[src/rtl/gps_spi_rx.sv]
`timescale 1ns/1ps
`default_nettype none
// +--------------------------------------------------------------------------+
// | gps_spi_rx : SPI mode-0 slave receiver for packed GPS I/Q bytes, with a  |
// | first-word-fall-through byte FIFO.          Revision 1.0                 |
// +--------------------------------------------------------------------------+
module gps_spi_rx #(
  parameter int FIFO_DEPTH  = 4,
  parameter int SYNC_STAGES = 2
) (
  input  logic       MCU_CLK_25_000,
  input  logic       RESET,
  input  logic       SPI_SCK,
  input  logic       SPI_SS,
  input  logic       SPI_MOSI,
  input  logic       RX_READY,
  output logic [7:0] RX_DATA,
  output logic       RX_VALID,
  output logic [3:0] SAMPLE,
  output logic       FRAME_ACTIVE,
  output logic [7:0] FRAME_BYTES,
  output logic       OVERRUN,
  output logic       FRAME_ERR
);

  localparam int AW = $clog2(FIFO_DEPTH);

  typedef enum logic [0:0] {IDLE = 1'b0, SHIFT = 1'b1} state_t;

  state_t                 r_state, w_state_nxt;
  logic [SYNC_STAGES-1:0] r_sck_sync, r_ss_sync, r_mosi_sync;
  logic                   r_sck_d, r_ss_d;
  logic [SYNC_STAGES:0]   r_sync_fill;
  logic                   w_sck, w_ss, w_mosi;
  logic                   w_sck_rise, w_ss_fall, w_ss_rise;
  logic                   w_start, w_shift_en, w_abort_err;
  logic [2:0]             r_bit_cnt;
  logic [7:0]             r_shreg;
  logic                   r_push;
  logic [7:0]             r_frame_bytes;
  logic                   r_frame_err;
  logic                   r_overrun;
  logic [7:0]             r_mem [FIFO_DEPTH];
  logic [AW:0]            r_wr_ptr, r_rd_ptr;
  logic                   w_empty, w_full, w_pop, w_wr_en;

  always_ff @(posedge MCU_CLK_25_000) begin
    if (RESET) begin
      r_sck_sync  <= '0;
      r_ss_sync   <= '1;
      r_mosi_sync <= '0;
      r_sck_d     <= 1'b0;
      r_ss_d      <= 1'b1;
      r_sync_fill <= '0;
    end else begin
      r_sck_sync  <= {r_sck_sync[SYNC_STAGES-2:0], SPI_SCK};
      r_ss_sync   <= {r_ss_sync[SYNC_STAGES-2:0], SPI_SS};
      r_mosi_sync <= {r_mosi_sync[SYNC_STAGES-2:0], SPI_MOSI};
      r_sck_d     <= w_sck;
      r_ss_d      <= w_ss;
      r_sync_fill <= {r_sync_fill[SYNC_STAGES-1:0], 1'b1};
    end
  end

  assign w_sck      = r_sck_sync[SYNC_STAGES-1];
  assign w_ss       = r_ss_sync[SYNC_STAGES-1];
  assign w_mosi     = r_mosi_sync[SYNC_STAGES-1];
  assign w_sck_rise = w_sck & ~r_sck_d;
  assign w_ss_rise  = w_ss & ~r_ss_d;
  // The reset-forced SS=1 in the chain must not look like a real high: a falling
  // edge only counts once both compared samples came from the pin after reset.
  assign w_ss_fall  = ~w_ss & r_ss_d & r_sync_fill[SYNC_STAGES];

  always_comb begin
    w_state_nxt = r_state;
    w_start     = 1'b0;
    w_shift_en  = 1'b0;
    w_abort_err = 1'b0;
    case (r_state)
      IDLE: begin
        if (w_ss_fall) begin
          w_state_nxt = SHIFT;
          w_start     = 1'b1;
        end
      end
      SHIFT: begin
        if (w_ss_rise) begin
          w_state_nxt = IDLE;
          w_abort_err = (r_bit_cnt != 3'd0);
        end else if (w_sck_rise) begin
          w_shift_en = 1'b1;
        end
      end
      default: w_state_nxt = IDLE;
    endcase
  end

  always_ff @(posedge MCU_CLK_25_000) begin
    if (RESET) begin
      r_state       <= IDLE;
      r_bit_cnt     <= 3'd0;
      r_shreg       <= 8'd0;
      r_push        <= 1'b0;
      r_frame_bytes <= 8'd0;
      r_frame_err   <= 1'b0;
    end else begin
      r_state     <= w_state_nxt;
      r_push      <= 1'b0;
      r_frame_err <= w_abort_err;
      if (w_start) begin
        r_bit_cnt     <= 3'd0;
        r_frame_bytes <= 8'd0;
      end
      if (w_shift_en) begin
        r_shreg   <= {r_shreg[6:0], w_mosi};
        r_bit_cnt <= r_bit_cnt + 3'd1;
        if (r_bit_cnt == 3'd7) begin
          r_push <= 1'b1;
          if (r_frame_bytes != 8'hFF) r_frame_bytes <= r_frame_bytes + 8'd1;
        end
      end
    end
  end

  assign w_empty = (r_wr_ptr == r_rd_ptr);
  assign w_full  = (r_wr_ptr[AW] != r_rd_ptr[AW]) &&
                   (r_wr_ptr[AW-1:0] == r_rd_ptr[AW-1:0]);
  assign w_pop   = ~w_empty & RX_READY;
  // When full, a simultaneous pop frees the head slot that the write reuses.
  assign w_wr_en = r_push & (~w_full | w_pop);

  always_ff @(posedge MCU_CLK_25_000) begin
    if (w_wr_en) r_mem[r_wr_ptr[AW-1:0]] <= r_shreg;
  end

  always_ff @(posedge MCU_CLK_25_000) begin
    if (RESET) begin
      r_wr_ptr  <= '0;
      r_rd_ptr  <= '0;
      r_overrun <= 1'b0;
    end else begin
      if (w_wr_en) r_wr_ptr <= r_wr_ptr + (AW+1)'(1);
      if (w_pop)   r_rd_ptr <= r_rd_ptr + (AW+1)'(1);
      if (r_push && w_full && !w_pop) r_overrun <= 1'b1;
    end
  end

  assign RX_VALID     = ~w_empty;
  assign RX_DATA      = w_empty ? 8'h00 : r_mem[r_rd_ptr[AW-1:0]];
  assign SAMPLE       = RX_DATA[7:4];
  assign FRAME_ACTIVE = (r_state == SHIFT);
  assign FRAME_BYTES  = r_frame_bytes;
  assign OVERRUN      = r_overrun;
  assign FRAME_ERR    = r_frame_err;

endmodule
`default_nettype wire

[config.mk]
export PLATFORM = sky130hd
export DESIGN_NAME = gps_spi_rx
export DESIGN_NICKNAME = d
export VERILOG_FILES = /design/src/rtl/gps_spi_rx.sv
export SDC_FILE = /design/constraint.sdc
export NUM_CORES = 1
export LEC_CHECK = 0
export CORE_MARGIN = 2
export CORE_UTILIZATION = 60
export DETAILED_ROUTE_END_ITERATION = 7
export GPL_TIMING_DRIVEN = 0
export PLACE_DENSITY = 0.82
export SLEW_MARGIN = 20
export SYNTH_ARGS = -nofsm -noshare
export SYNTH_HDL_FRONTEND = slang
export SYNTH_SLANG_ARGS = --single-unit
[constraint.sdc]
create_clock -name MCU_CLK_25_000 -period 3 [get_ports MCU_CLK_25_000]
set_clock_uncertainty 0.05 [all_clocks]
set_input_delay 0.9 -clock MCU_CLK_25_000 [delete_from_list [all_inputs] [get_ports MCU_CLK_25_000]]
set_output_delay 0.9 -clock MCU_CLK_25_000 [all_outputs]
set_load 0.05 [all_outputs]
==> flow_summary_export.csv <==
group,metric,value,unit
critical_path,crit_arrival,1.95,ns
timing,finalHoldViolations,0,
critical_path,reg2regPathDepth,5,
layout,instances_no_fill,356,
routing,top_layer,"met4",
logic_synthesis,synth_top_area_cell,"edfxtp_1",
cts,tritoncts,"yes",
global_routing,grt-ovfl-total,0,
logic_synthesis,synth.most_common_cell,"dfxtp_1",
timing,fin_crit_sh,0.967,
logic_synthesis,async_flop_share,0,
power_and_ir_drop,p_leak,1.33,nW
min_path,hold_path_class,"register to register",
critical_path,crit_end,"RX_DATA[1]",
logic_synthesis,synth_edf_count,32,
critical_path,path_delay_family,"buffers and inverters",
power_and_ir_drop,peakVddDrop,0.406,mV
power_and_ir_drop,p_total,0.00173,W
die,die-area,5690,µm²
timing,fmax,345,MHz
critical_path,crit_fanout,8,
die,die_w,75.4,µm
cts,worst_skew_pair.late_latency,0.34,ns
routing,drt_iter0_drc,121,
logic_synthesis,syn_nets,256,
routing,drc_errors,0,
routing,wl_met1,2300,µm
cts,htreeDepth,3,
routing,wl_per_cell,14.9,µm
layout,fill_cells,352,
critical_path,path_buf_inv,2,
logic_synthesis,yosysUniqueCellTypes,53,
critical_path,required,2.05,ns
timing,worstMarginPinSlew,0.502,ns
routing,vias,1895,
critical_path,crit_chain,"buf_4 > mux4_2 > nor2b_1 > clkdlybuf4s15_1",
global_routing,grt_max_degree,14,
timing,setup_violations,0,
cts,cts_sinks,74,
timing,max_slew_margin,0.664,
critical_path,reg2reg_to,"r_mem[1][3]$_DFFE_PP_",
timing,period_needed,2.90,ns
critical_path,crit_path_start_kind,"register",
logic_synthesis,avgSynthCellArea,12.7,µm²
timing,drv_slew,0,
critical_path,critical_path_class,"register to primary output",
layout,drive_gt1_frac,0.225,
logic_synthesis,syn_area,3060,µm²
logic_synthesis,synth_top_area_frac,0.314,
routing,drt_first_pass_iters,4,
logic_synthesis,yosys_most_used_dff,"dfxtp_1",
routing,routed_wl,5300,µm
placement,portBuffers,28,
job,cap_violations,0,
status,status,"completed",
logic_synthesis,synthTopCellsByCount,"dfxtp_1 (42), edfxtp_1 (32), nand2_1 (21)",
logic_synthesis,synth_cells,241,
global_routing,antenna_found_initial,0,
critical_path,reg2reg_from,"r_wr_ptr[1]$_SDFFE_PP0P_",
placement,hpwl,3520,µm
routing,wl_met2,2780,µm
die,die_h,75.4,µm
placement,place_congestion,0.759,
timing,rsz0062_at_grt,"no",
cts,clk_pin_slew,0.07,ns
logic_synthesis,yosysSeqAreaShare,0.589,
global_routing,grt_pass1_vias,1736,
layout,fin_nets,299,
critical_path,max_stage_delay,0.50,ns
logic_synthesis,yosys_warnings,0,
routing,avgViaCountPerCell,5.32,
critical_path,worst_path_max_delay_cell,"mux4_2",
global_routing,grt_use_total,0.199,
global_routing,grt_pass1_wl,8120,µm
cts,cts-root-buf,"clkbuf_8",
critical_path,reg2reg_slack,0.92,ns
power_and_ir_drop,power_density,477,nW/µm²
layout,areaGrowthSynthToFinish,18.9,%
logic_synthesis,synth-seq-cells,74,
die,io_pins,30,
die,core,4820,µm²
layout,n_antenna_cell,0,
die,std_cell_rows,25,
placement,dp_cells,336,
cts,cts_buffer_depth,2,
routing,met3_length,172,µm
die,start_util,0.635,
layout,utilization,0.755,
critical_path,path_depth,4,
critical_path,worst_setup_path_end_kind,"primary output",
cts,cts_buffers,9,
routing,final_antenna_net_count,0,
logic_synthesis,synth_area_leaders,"edfxtp_1 (31%), dfxtp_1 (27%), mux4_2 (5.9%)",
layer usage:
layer	global-route usage	up-vias
li1	-	945
met1	0.239	908
met2	0.331	35
met3	0.0622	7
met4	0.0877	0
met5	0	-
stage by stage:
stage	setup WS (ns)	hold WS, ns	cell area, µm²	TNS, ns
final	0.0993	0.365	3640	0
after global routing	0.00155	0.396	3640	0
after CTS	-0.000232	0.370	3600	-0.000232
after detailed placement	-0.164	0.353	3420	-0.741
after global placement	-0.115	0.341	3420	-0.446
after floorplan	0.0630	0.339	3060	0
sequential cells by signal (all words and copies together), names as in the netlist, 2 cells and up, named ones only:
register and cells:
r_mem 32, FRAME_BYTES 8, r_shreg 8, r_bit_cnt 3
r_rd_ptr 3, r_sync_fill 3, r_wr_ptr 3, r_mosi_sync 2
r_sck_sync 2, r_ss_sync 2
layout by cell type, fill, tap and decap left out, drive strengths merged, types with 2 or more instances in the layout:
master,count
dfxtp,42
edfxtp,32
nand2,21
nor2b,18
buf,17
clkdlybuf4s50,15
clkbuf,15
nor2,14
a21oi,12
ha,9
inv,9
mux4,8
nor3,6
xor2,6
and2,5
or2,5
clkdlybuf4s15,5
nand3,5
nor4,3
mux2i,3
clkinvlp,3
clkinv,3
xnor2,2
nand3b,2
a221o,2
a211o,2
nor3b,2
a22oi,2
o41ai,2
nand4,2
worst min-delay path by stage:
stage | startpoint | end | slack, ns | cells past startpoint
floorplan | r_ss_sync[0]$_SDFF_PP1_ | r_ss_sync[1]$_SDFF_PP1_ | 0.34 | 1
finish | r_ss_sync[0]$_SDFF_PP1_ | r_ss_sync[1]$_SDFF_PP1_ | 0.36 | 1
detailed placement | r_ss_sync[0]$_SDFF_PP1_ | r_ss_sync[1]$_SDFF_PP1_ | 0.35 | 1
global placement | r_ss_sync[0]$_SDFF_PP1_ | r_ss_sync[1]$_SDFF_PP1_ | 0.34 | 1
global route | r_ss_sync[0]$_SDFF_PP1_ | r_ss_sync[1]$_SDFF_PP1_ | 0.40 | 1
CTS | r_ss_sync[0]$_SDFF_PP1_ | r_ss_sync[1]$_SDFF_PP1_ | 0.37 | 1
report_power, final:
part	switching, W	internal (W)	total (W)
sequential	0.00000258	0.00105	0.00105
combinational	0.0000157	0.0000123	0.0000280
clock	0.000361	0.000295	0.000657
area by class of cell:
cell class	instances	area, µm²	area share
buffer	12	77.6	0.0213
clock buffer	9	124	0.0340
clock inverter	7	43.8	0.0120
inverter	8	30.0	0.00825
multi-input combinational	147	1200	0.329
sequential	74	1800	0.495
tap	67	83.8	0.0230
timing repair buffer	32	282	0.0774
cell families after synthesis:
| kind of cell | Yosys count | synth area share |
|---|---|---|
| fa+ha+maj | 9 | 0.0368 |
| mux | 12 | 0.0724 |
| flops | 74 | 0.589 |
| compound gates | 28 | 0.0728 |
| simple gates | 89 | 0.166 |
| xor+xnor | 8 | 0.0278 |
| buf+inv | 21 | 0.0356 |
timing repair:
item | 4_1_cts | 5_1_grt
pin swaps | 0 | 2
setup endpoints to repair | 13 | 11
setup buffers | 0 | 4
cloned | 0 | 1
resized for setup | 30 | 16
hold buffers | 0 | 0
No activity file was read; power rests on OpenSTA's default activity.
